==> config.mk <==
export PLATFORM = sky130hd
export DESIGN_NAME = host_bus_master
export DESIGN_NICKNAME = d
export VERILOG_FILES = /design/src/rtl/host_bus_master_pkg.sv /design/src/rtl/host_bus_master_req_fifo.sv /design/src/rtl/host_bus_master.sv
export SDC_FILE = /design/constraint.sdc
export NUM_CORES = 1
export LEC_CHECK = 0
export ABC_AREA = 1
export CAP_MARGIN = 20
export CORE_UTILIZATION = 35
export DETAILED_ROUTE_END_ITERATION = 6
export GPL_TIMING_DRIVEN = 0
export MAX_ROUTING_LAYER = met4
export PLACE_DENSITY_LB_ADDON = 0.12
export SLEW_MARGIN = 20
export SYNTH_ARGS = -nofsm -noshare
export SYNTH_HDL_FRONTEND = slang
export SYNTH_SLANG_ARGS = --single-unit
==> constraint.sdc <==
create_clock -name clk0 -period 3.72 [get_ports clk0]
set_input_delay 0.372 -clock clk0 [delete_from_list [all_inputs] [get_ports clk0]]
set_output_delay 0.372 -clock clk0 [all_outputs]
set_load 0.05 [all_outputs]
==> src/rtl/host_bus_master_pkg.sv <==
// host_bus_master_pkg: shared widths, bus command codes, FSM states and window decode
package host_bus_master_pkg;

  localparam int data_size = 32;
  localparam int padd_size = 24;
  localparam int cmd_size  = 3;

  localparam logic [cmd_size-1:0] CMD_NOP   = 3'b000;
  localparam logic [cmd_size-1:0] CMD_READ  = 3'b001;
  localparam logic [cmd_size-1:0] CMD_WRITE = 3'b010;

  localparam logic [padd_size-1:0] BASE_ADDR_DEF = 24'h080000;
  localparam logic [padd_size-1:0] WIN_SIZE_DEF  = 24'h000100;

  typedef enum logic [2:0] {IDLE, CMD, RD_WAIT, CAPT, RESP} state_t;

  typedef struct packed {
    logic                 write;
    logic [padd_size-1:0] addr;
    logic [data_size-1:0] wdata;
  } req_t;

  // One extra bit keeps base+win-1 from wrapping at the top of the address space
  function automatic logic in_window(input logic [padd_size-1:0] addr,
                                     input logic [padd_size-1:0] base,
                                     input logic [padd_size-1:0] win);
    logic [padd_size:0] a;
    logic [padd_size:0] lo;
    logic [padd_size:0] hi;
    a  = {1'b0, addr};
    lo = {1'b0, base};
    hi = {1'b0, base} + {1'b0, win} - {{padd_size{1'b0}}, 1'b1};
    return (a >= lo) && (a <= hi);
  endfunction

endpackage

==> src/rtl/host_bus_master_req_fifo.sv <==
// host_req_fifo: 2-deep request queue with full/empty flags
module host_req_fifo
  import host_bus_master_pkg::*;
(
  input  logic clk0,
  input  logic reset_n,
  input  logic push,
  input  req_t push_data,
  input  logic pop,
  output req_t pop_data,
  output logic full,
  output logic empty
);

  req_t       mem [2];
  logic       wp;
  logic       rp;
  logic [1:0] cnt;
  logic       do_push;
  logic       do_pop;

  assign full     = cnt == 2'd2;
  assign empty    = cnt == 2'd0;
  assign do_pop   = pop && !empty;
  assign do_push  = push && (!full || do_pop);
  assign pop_data = mem[rp];

  // pointers and occupancy
  always_ff @(posedge clk0 or negedge reset_n)
    if (!reset_n) begin
      wp  <= 1'b0;
      rp  <= 1'b0;
      cnt <= 2'd0;
    end else begin
      if (do_push) wp <= !wp;
      if (do_pop) rp <= !rp;
      cnt <= cnt + {1'b0, do_push} - {1'b0, do_pop};
    end

  // storage is only read while occupancy marks it valid, so it needs no reset
  always_ff @(posedge clk0)
    if (do_push) mem[wp] <= push_data;

endmodule

==> src/rtl/host_bus_master.sv <==
// host_bus_master: queued CPU requests issued as single-cycle peripheral bus commands
module host_bus_master
  import host_bus_master_pkg::*;
#(
  parameter int                   RD_LAT    = 1,
  parameter logic [padd_size-1:0] BASE_ADDR = BASE_ADDR_DEF,
  parameter logic [padd_size-1:0] WIN_SIZE  = WIN_SIZE_DEF
) (
  input  logic                 clk0,
  input  logic                 reset_n,
  input  logic                 req_valid,
  output logic                 req_ready,
  input  logic                 req_write,
  input  logic [padd_size-1:0] req_addr,
  input  logic [data_size-1:0] req_wdata,
  output logic                 rsp_valid,
  input  logic                 rsp_ready,
  output logic                 rsp_write,
  output logic [data_size-1:0] rsp_rdata,
  output logic                 rsp_err,
  output logic [cmd_size-1:0]  host_cmd,
  output logic [padd_size-1:0] host_addr,
  output logic [data_size-1:0] host_dataout,
  input  logic [data_size-1:0] host_datain
);

  localparam logic [1:0] WAIT_LAST = 2'(RD_LAT > 1 ? RD_LAT - 2 : 0);

  state_t     state;
  state_t     state_n;
  req_t       req_in;
  req_t       head;
  req_t       cur;
  logic       full;
  logic       empty;
  logic       pop;
  logic       head_ok;
  logic [1:0] wait_cnt;

  assign req_in    = '{write: req_write, addr: req_addr, wdata: req_wdata};
  assign req_ready = !full;
  assign head_ok   = in_window(head.addr, BASE_ADDR, WIN_SIZE);

  host_req_fifo u_fifo (
    .clk0      (clk0),
    .reset_n   (reset_n),
    .push      (req_valid && req_ready),
    .push_data (req_in),
    .pop       (pop),
    .pop_data  (head),
    .full      (full),
    .empty     (empty)
  );

  // bus is driven only in the command cycle and is zero otherwise
  assign host_cmd     = state == CMD ? (cur.write ? CMD_WRITE : CMD_READ) : CMD_NOP;
  assign host_addr    = state == CMD ? cur.addr : '0;
  assign host_dataout = state == CMD && cur.write ? cur.wdata : '0;
  assign rsp_valid    = state == RESP;

  // state register
  always_ff @(posedge clk0 or negedge reset_n)
    if (!reset_n) state <= IDLE;
    else state <= state_n;

  // next state and queue pop
  always_comb begin
    state_n = state;
    pop     = 1'b0;
    case (state)
      IDLE: begin
        pop     = !empty;
        state_n = empty ? IDLE : head_ok ? CMD : RESP;
      end
      CMD:     state_n = cur.write ? RESP : RD_LAT > 1 ? RD_WAIT : CAPT;
      RD_WAIT: state_n = wait_cnt == WAIT_LAST ? CAPT : RD_WAIT;
      CAPT:    state_n = RESP;
      RESP:    state_n = rsp_ready ? IDLE : RESP;
      default: state_n = IDLE;
    endcase
  end

  // current request, read-latency counter and response register
  always_ff @(posedge clk0 or negedge reset_n)
    if (!reset_n) begin
      cur       <= '0;
      wait_cnt  <= 2'd0;
      rsp_write <= 1'b0;
      rsp_rdata <= '0;
      rsp_err   <= 1'b0;
    end else begin
      if (pop) begin
        cur <= head;
        if (!head_ok) begin
          rsp_write <= head.write;
          rsp_rdata <= '0;
          rsp_err   <= 1'b1;
        end
      end
      if (state == CMD) begin
        wait_cnt <= 2'd0;
        if (cur.write) begin
          rsp_write <= 1'b1;
          rsp_rdata <= '0;
          rsp_err   <= 1'b0;
        end
      end
      if (state == RD_WAIT) wait_cnt <= wait_cnt + 2'd1;
      if (state == CAPT) begin
        rsp_write <= 1'b0;
        rsp_rdata <= host_datain;
        rsp_err   <= 1'b0;
      end
    end

endmodule

# Yosys cells after proc, flatten, opt, wreduce, memory -nomap -nowiden
# Memories as Yosys holds them, arrays and structs flattened.
# Cells that the tools add are included.
# totals
register_bits,100
ramBits,114
in_bits,93
out_inout_bits,95
elab_cells,66
memories,1
# classes
add_sub_neg,3
magnitude_cmp,2
n_eq_ne,5
mux,30
reduce_logical,14
# mem_list
memory,depth,word_bits,rd,rd_clocked_by_memory_dff,wr,line,rtl
u_fifo.mem,2,57,1,0,1,host_bus_master_req_fifo.sv:15,req_t mem [2];
# ops
operator,count
32-bit two-way mux,6
"24-bit by 20-bit greater-or-equal comparator with 1-bit output, second input constant",1
"24-bit by 20-bit less-or-equal comparator with 1-bit output, second input constant",1
24-bit two-way mux,1
3-bit case mux with 5 select lines,1
1-bit two-way mux,14
3-bit two-way mux,4
2-bit two-way mux,4
"3-bit by 2-bit == test with 1-bit output, second input constant",2
1-bit logical AND,5
1-bit zero test,4
2-bit zero test,2
"3-bit by 1-bit == test with 1-bit output, second input constant",1
"3-bit == test, second input constant",1
3-bit zero test,1
2-bit by 1-bit adder with 2-bit output,1
"2-bit by 1-bit adder with 2-bit output, second input constant",1
"2-bit == test, second input constant",1
2-bit nonzero test,1
2-bit by 1-bit subtractor with 2-bit output,1
1-bit logical OR,1

# Depth between registers and ports, before layout
# logic_depth
word_depth,8
depth_mapped,12
mapped_depth_nobuf,11

# Modules after synthesis
# From an unflattened synthesis, not the netlist that was laid out.
# unflattened
hier_cells,841
area_unflattened_um2,8557.0
# by_module_without_submodules
mod,n_inst,cells_each,area_each_um2,seq_area_each_um2
host_req_fifo,1,336,4403.0,3523.4
host_bus_master,1,505,4154.0,2402.3

# Least setup slack after synthesis
# Ideal clock, no wire load.
# synth_path
path_type,register -> register
startpoint,register u_fifo.cnt[1]
endpoint,"memory u_fifo.mem[1][0] in the netlist's numbering, enable pin"
arrival_time_ns,3.355
path_slack_ns,-0.108
path_stages_with_launch,4
period_less_slack_ns,3.828
path_cell_list,dfrtp_1 nand2_1 nand2_1 nor2_1
# synth_via
elab_cells_between_ends,11
cone_classes,1 x eq/ne; 3 x mux; 7 x reduce/logical
# synth_rtl
element,line,rtl
start: declaration,host_bus_master_req_fifo.sv:18,logic [1:0] cnt;
start signal: assignment,host_bus_master_req_fifo.sv:37,"cnt <= cnt + {1'b0, do_push} - {1'b0, do_pop};"
2-bit == test (*),host_bus_master_req_fifo.sv:22,assign full = cnt == 2'd2;
1-bit zero test (*),host_bus_master.sv:41,assign req_ready = !full;
net req_ready,host_bus_master.sv:12,"output logic req_ready,"
1-bit logical AND or 1-bit logical OR (tied branches),"host_bus_master.sv:47, host_bus_master_req_fifo.sv:25",
1-bit logical AND (*),host_bus_master_req_fifo.sv:25,assign do_push = push && (!full || do_pop);
1-bit two-way mux (*),host_bus_master_req_fifo.sv:42,if (do_push) mem[wp] <= push_data;
1-bit two-way mux (not written as such) (*),host_bus_master_req_fifo.sv:42,
end: declaration,host_bus_master_req_fifo.sv:15,
# The timed path passes the listed nets; every way through them passes the cells marked *.

# Worst setup path after layout
# layout_path
startpoint,register state[1]
endpoint,output host_dataout[11]
# layout_via
elab_chain_len,3
# layout_rtl
element,line,rtl
start: declaration,host_bus_master.sv:29,state_t state;
start signal: assignment,host_bus_master.sv:64,else state <= state_n;
3-bit by 1-bit == test with 1-bit output,host_bus_master.sv:58,assign host_dataout = state == CMD && cur.write ? cur.wdata : '0;
1-bit logical AND,host_bus_master.sv:58,
32-bit two-way mux,host_bus_master.sv:58,
end: declaration,host_bus_master.sv:23,"output logic [data_size-1:0] host_dataout,"
# No other way between the ends.

==> metrics.md <==
| Metric | Value |
|---|---|
| Vias in the first global route | `5973` |
| Worst min path class | `input pin to asynchronous set/reset pin` |
| Syn nets | `878` |
| Mapped Avg Cell Area | `~11 um^2` |
| Top_reg_cell synth | `edfxtp_1` |
| Critical path class | `flop to primary output` |
| Switch Pwr | `2.68 mW` |
| Starting DRC count in detailed routing | `260` |
| CP max FO | `10` |
| Max incr delay on CP | `840 ps` |
| Count of different cell masters after synthesis | `28` |
| DRT Pass-1 Iters | `4` |
| Initial antenna violation count | `2` |
| Slew Viols, Final | `0` |
| R2r setup slk | `1410 ps` |
| Cells after Synth | `782` |
| Unrepaired setup endpoints after global routing | `no` |
| Power Dens Cells | `684 mW/mm^2` |
| DP Worst Slack | `around 670 ps` |
| Max Cap Violations | `0` |
| Sink Count | `214` |
| Die Y | `157 um` |
| Crit Reg-Reg Endpoint | `u_fifo.cnt[1]$_DFF_PN0_` |
| Hold Violations, Final | `0` |
| Post-layout util | `approximately 49%` |
| Global-route wire length before repair | `31600 um` |
| Clk root buf | `clkbuf_16` |
| Clk buf depth | `3` |
| Fin crit period | `3530 ps` |
| Final setup TNS | `0 ps` |
| Hold_ws | `366 ps` |
| Post-CTS setup buffer count | `0` |
| Horiz. Die Dim | `157 um` |
| Critical path's slowest cell | `clkdlybuf4s50_1` |
| Yosys reg bits | `approximately 210` |
| Synth top area cells | `edfxtp_1 (41%), dfrtp_1 (30%), nand2_1 (8.1%)` |
| Top cell type's share of synthesized area | `40.6%` |
| Leak Pwr | `slightly below 5 nW` |
| Post-Syn Area | `roughly 0.0084 mm^2` |
| Post-synth EDFFs | `approximately 110` |
| I/O pin total | `between 150 and 200` |
| Final WS setup | `188 ps` |
| Share of cells above drive strength 1 | `7.07%` |
| CTS tree | `yes` |
| Cell chain of the critical path | `nor3_1 > inv_1 > nor2_1 > inv_1 > clkbuf_1 > nor2_1 > clkdlybuf4s50_1` |
| GRT Resource Usage Total | `approximately 17%` |
| Final setup viols | `0` |
| Nets | `1097` |
| Dpl hpwl | `13900 um` |
| Combinational share of power | `28.9%` |
| R2R Path Start | `state[1]$_DFF_PN0_` |
| Gr ovfl total | `0` |
| Fin Clk Skew | `14.0 ps` |
| Arrival time worst endpoint | `3160 ps` |
| Final std cells w/o fill | `roughly 1.3k` |
| Initial Utilization | `35.8%` |
| Outcome | `completed` |
| Finished Cell Area | `0.0116 mm^2` |
| Critical Path Sink Type | `primary output` |
| DP Cell Count | `1293` |
| Worst skew pair latency | `520 ps` |
| Sequential Power Share | `a little over two fifths` |
| Leading area contributor after synthesis | `edfxtp_1` |
| Post-DP Area | `about 0.011 mm^2` |
| Startpoint types | `flop` |
| Sw Share | `33.7%` |
| Clock transition at path regs | `60 ps` |
| Synth Warn # | `0` |
| GP Congestion | `0.726` |
| Area grow syn2layout | `37.9%` |
| Max VDD drop | `285 uV` |
| Drt wl/cell | `14.9 um` |
| Critical path required time | `roughly 3400 ps` |
| Worst-margin pin slew | `a little under 700 ps` |
| Port Buffers | `186` |
| H-Tree Depth | `1` |
| DR vias | `5959` |
| Slew margin rel. | `around 55%` |
| Largest net degree at the start of global routing | `54` |
| DR vias/cell | `4.45` |
| DRC Markers | `0` |
| Sequential area share after synthesis | `between 70% and 80%` |
| Clock Power Share | `about 28%` |
| FFs w/ async S/R, synth | `46.7%` |
| Most frequent cell after synthesis | `nand2_1` |
| Final ANT Viol Nets | `0` |
| Reg2Reg Depth | `9` |
| Post-Route WL | `about 20000 um` |
| Die area | `0.0247 mm^2` |
| Pint | `5.28 mW` |
| Top post-synthesis cells by count | `nand2_1 (181), nor2_1 (157), edfxtp_1 (114)` |
| Final period utilization | `94.9%` |
| CORE AREA | `0.0235 mm^2` |
| Row count | `56` |
| FMAX | `~280 MHz` |
| TritonCTS Buffers | `24` |
| Total power | `between 7 and 8 mW` |
==> worst max-delay path, delay by kind of cell (launching register included) <==
kind	cells	cell delay [ps]
buf+inv	4	1540
simple gates	3	690
flops	1	410
==> cell type report <==
type                       instances  area, um^2
timing repair buffer             193        2030
sequential                       214        5930
fill                            2247       11900
multi-input combinational        452        2050
antenna                            2        5.00
inverter                          75         282
clock buffer                      31         647
buffer                            41         190
clock inverter                    13         108
tap                              319         399
==> registers in the layout (all words and copies together) (netlist names) <==
name / flops
u_fifo.cnt: 2
cur: 57
state: 3
rsp_err: 1
rsp_rdata: 32
u_fifo.mem: 114
wait_cnt: 2
u_fifo.rp: 1
u_fifo.wp: 1
rsp_write: 1
==> routing by layer <==
metal  vias up  GRT usage [%]  part of all wire (%)
met5         -              -                     0
met4         0           4.25                   2.0
met3        28           3.61                   6.4
met2       167           28.2                    48
met1      2788           21.6                    44
li1       2976              -                     -
==> worst max-delay path by stage <==
stage | from | end | slack, ps
after CTS | state[1]$_DFF_PN0_ | host_dataout[11] | 100
final | state[1]$_DFF_PN0_ | host_dataout[11] | 190
after global placement | reset_n | cur[15]$_DFFE_PN0P_ | -2010
after floorplan | u_fifo.cnt[1]$_DFF_PN0_ | u_fifo.mem[1][0]$_DFFE_PP_ | 820
after detailed placement | state[1]$_DFF_PN0_ | host_dataout[14] | 670
after global routing | state[1]$_DFF_PN0_ | host_dataout[11] | 5
==> power by group through the flow <==
stage / registers [mW] / clock network, mW / logic (mW)
2_1_floorplan: 3.44 / 0 / 1.49
3_3_place_gp: 3.49 / 0 / 2.22
3_5_place_dp: 3.47 / 0 / 2.36
4_1_cts: 3.43 / 2.31 / 2.36
5_1_grt: 3.49 / 2.39 / 2.61
6_report: 3.42 / 2.24 / 2.30
==> cells in the final DEF, fill, tap and decap left out, types with 2 or more instances in the layout <==
| cell | count |
|---|---|
| buf_1 | 4 |
| buf_16 | 4 |
| inv_1 | 73 |
| o21ai_0 | 20 |
| nand2_1 | 181 |
| buf_2 | 5 |
| a21oi_1 | 2 |
| xnor2_1 | 2 |
| clkbuf_16 | 24 |
| edfxtp_1 | 114 |
| nand3_2 | 10 |
| clkdlybuf4s50_1 | 184 |
| buf_12 | 2 |
| nand3_1 | 27 |
| nor3_1 | 2 |
| buf_4 | 2 |
| buf_6 | 4 |
| clkbuf_8 | 2 |
| dfrtp_1 | 100 |
| nor2_4 | 2 |
| clkinv_2 | 9 |
| nor2_1 | 155 |
| o31ai_1 | 40 |
| diode_2 | 2 |
| ha_1 | 3 |
| clkbuf_1 | 32 |
==> kinds of logic after synthesis <==
family          share of synthesized area [%]
other cells                            0.0445
flops                                    70.2
fa+ha+maj                               0.445
simple gates                             18.3
compound gates                           5.06
xor+xnor                                0.312
buf+inv                                  5.59
==> what timing repair did <==
action                                  CTS  global route
endpoints found under the hold margin    47             0
endpoints found under the setup margin    0             1
hold buffers                              1             0
resized for setup                         0             1
No activity file was read; power rests on OpenSTA's default activity.
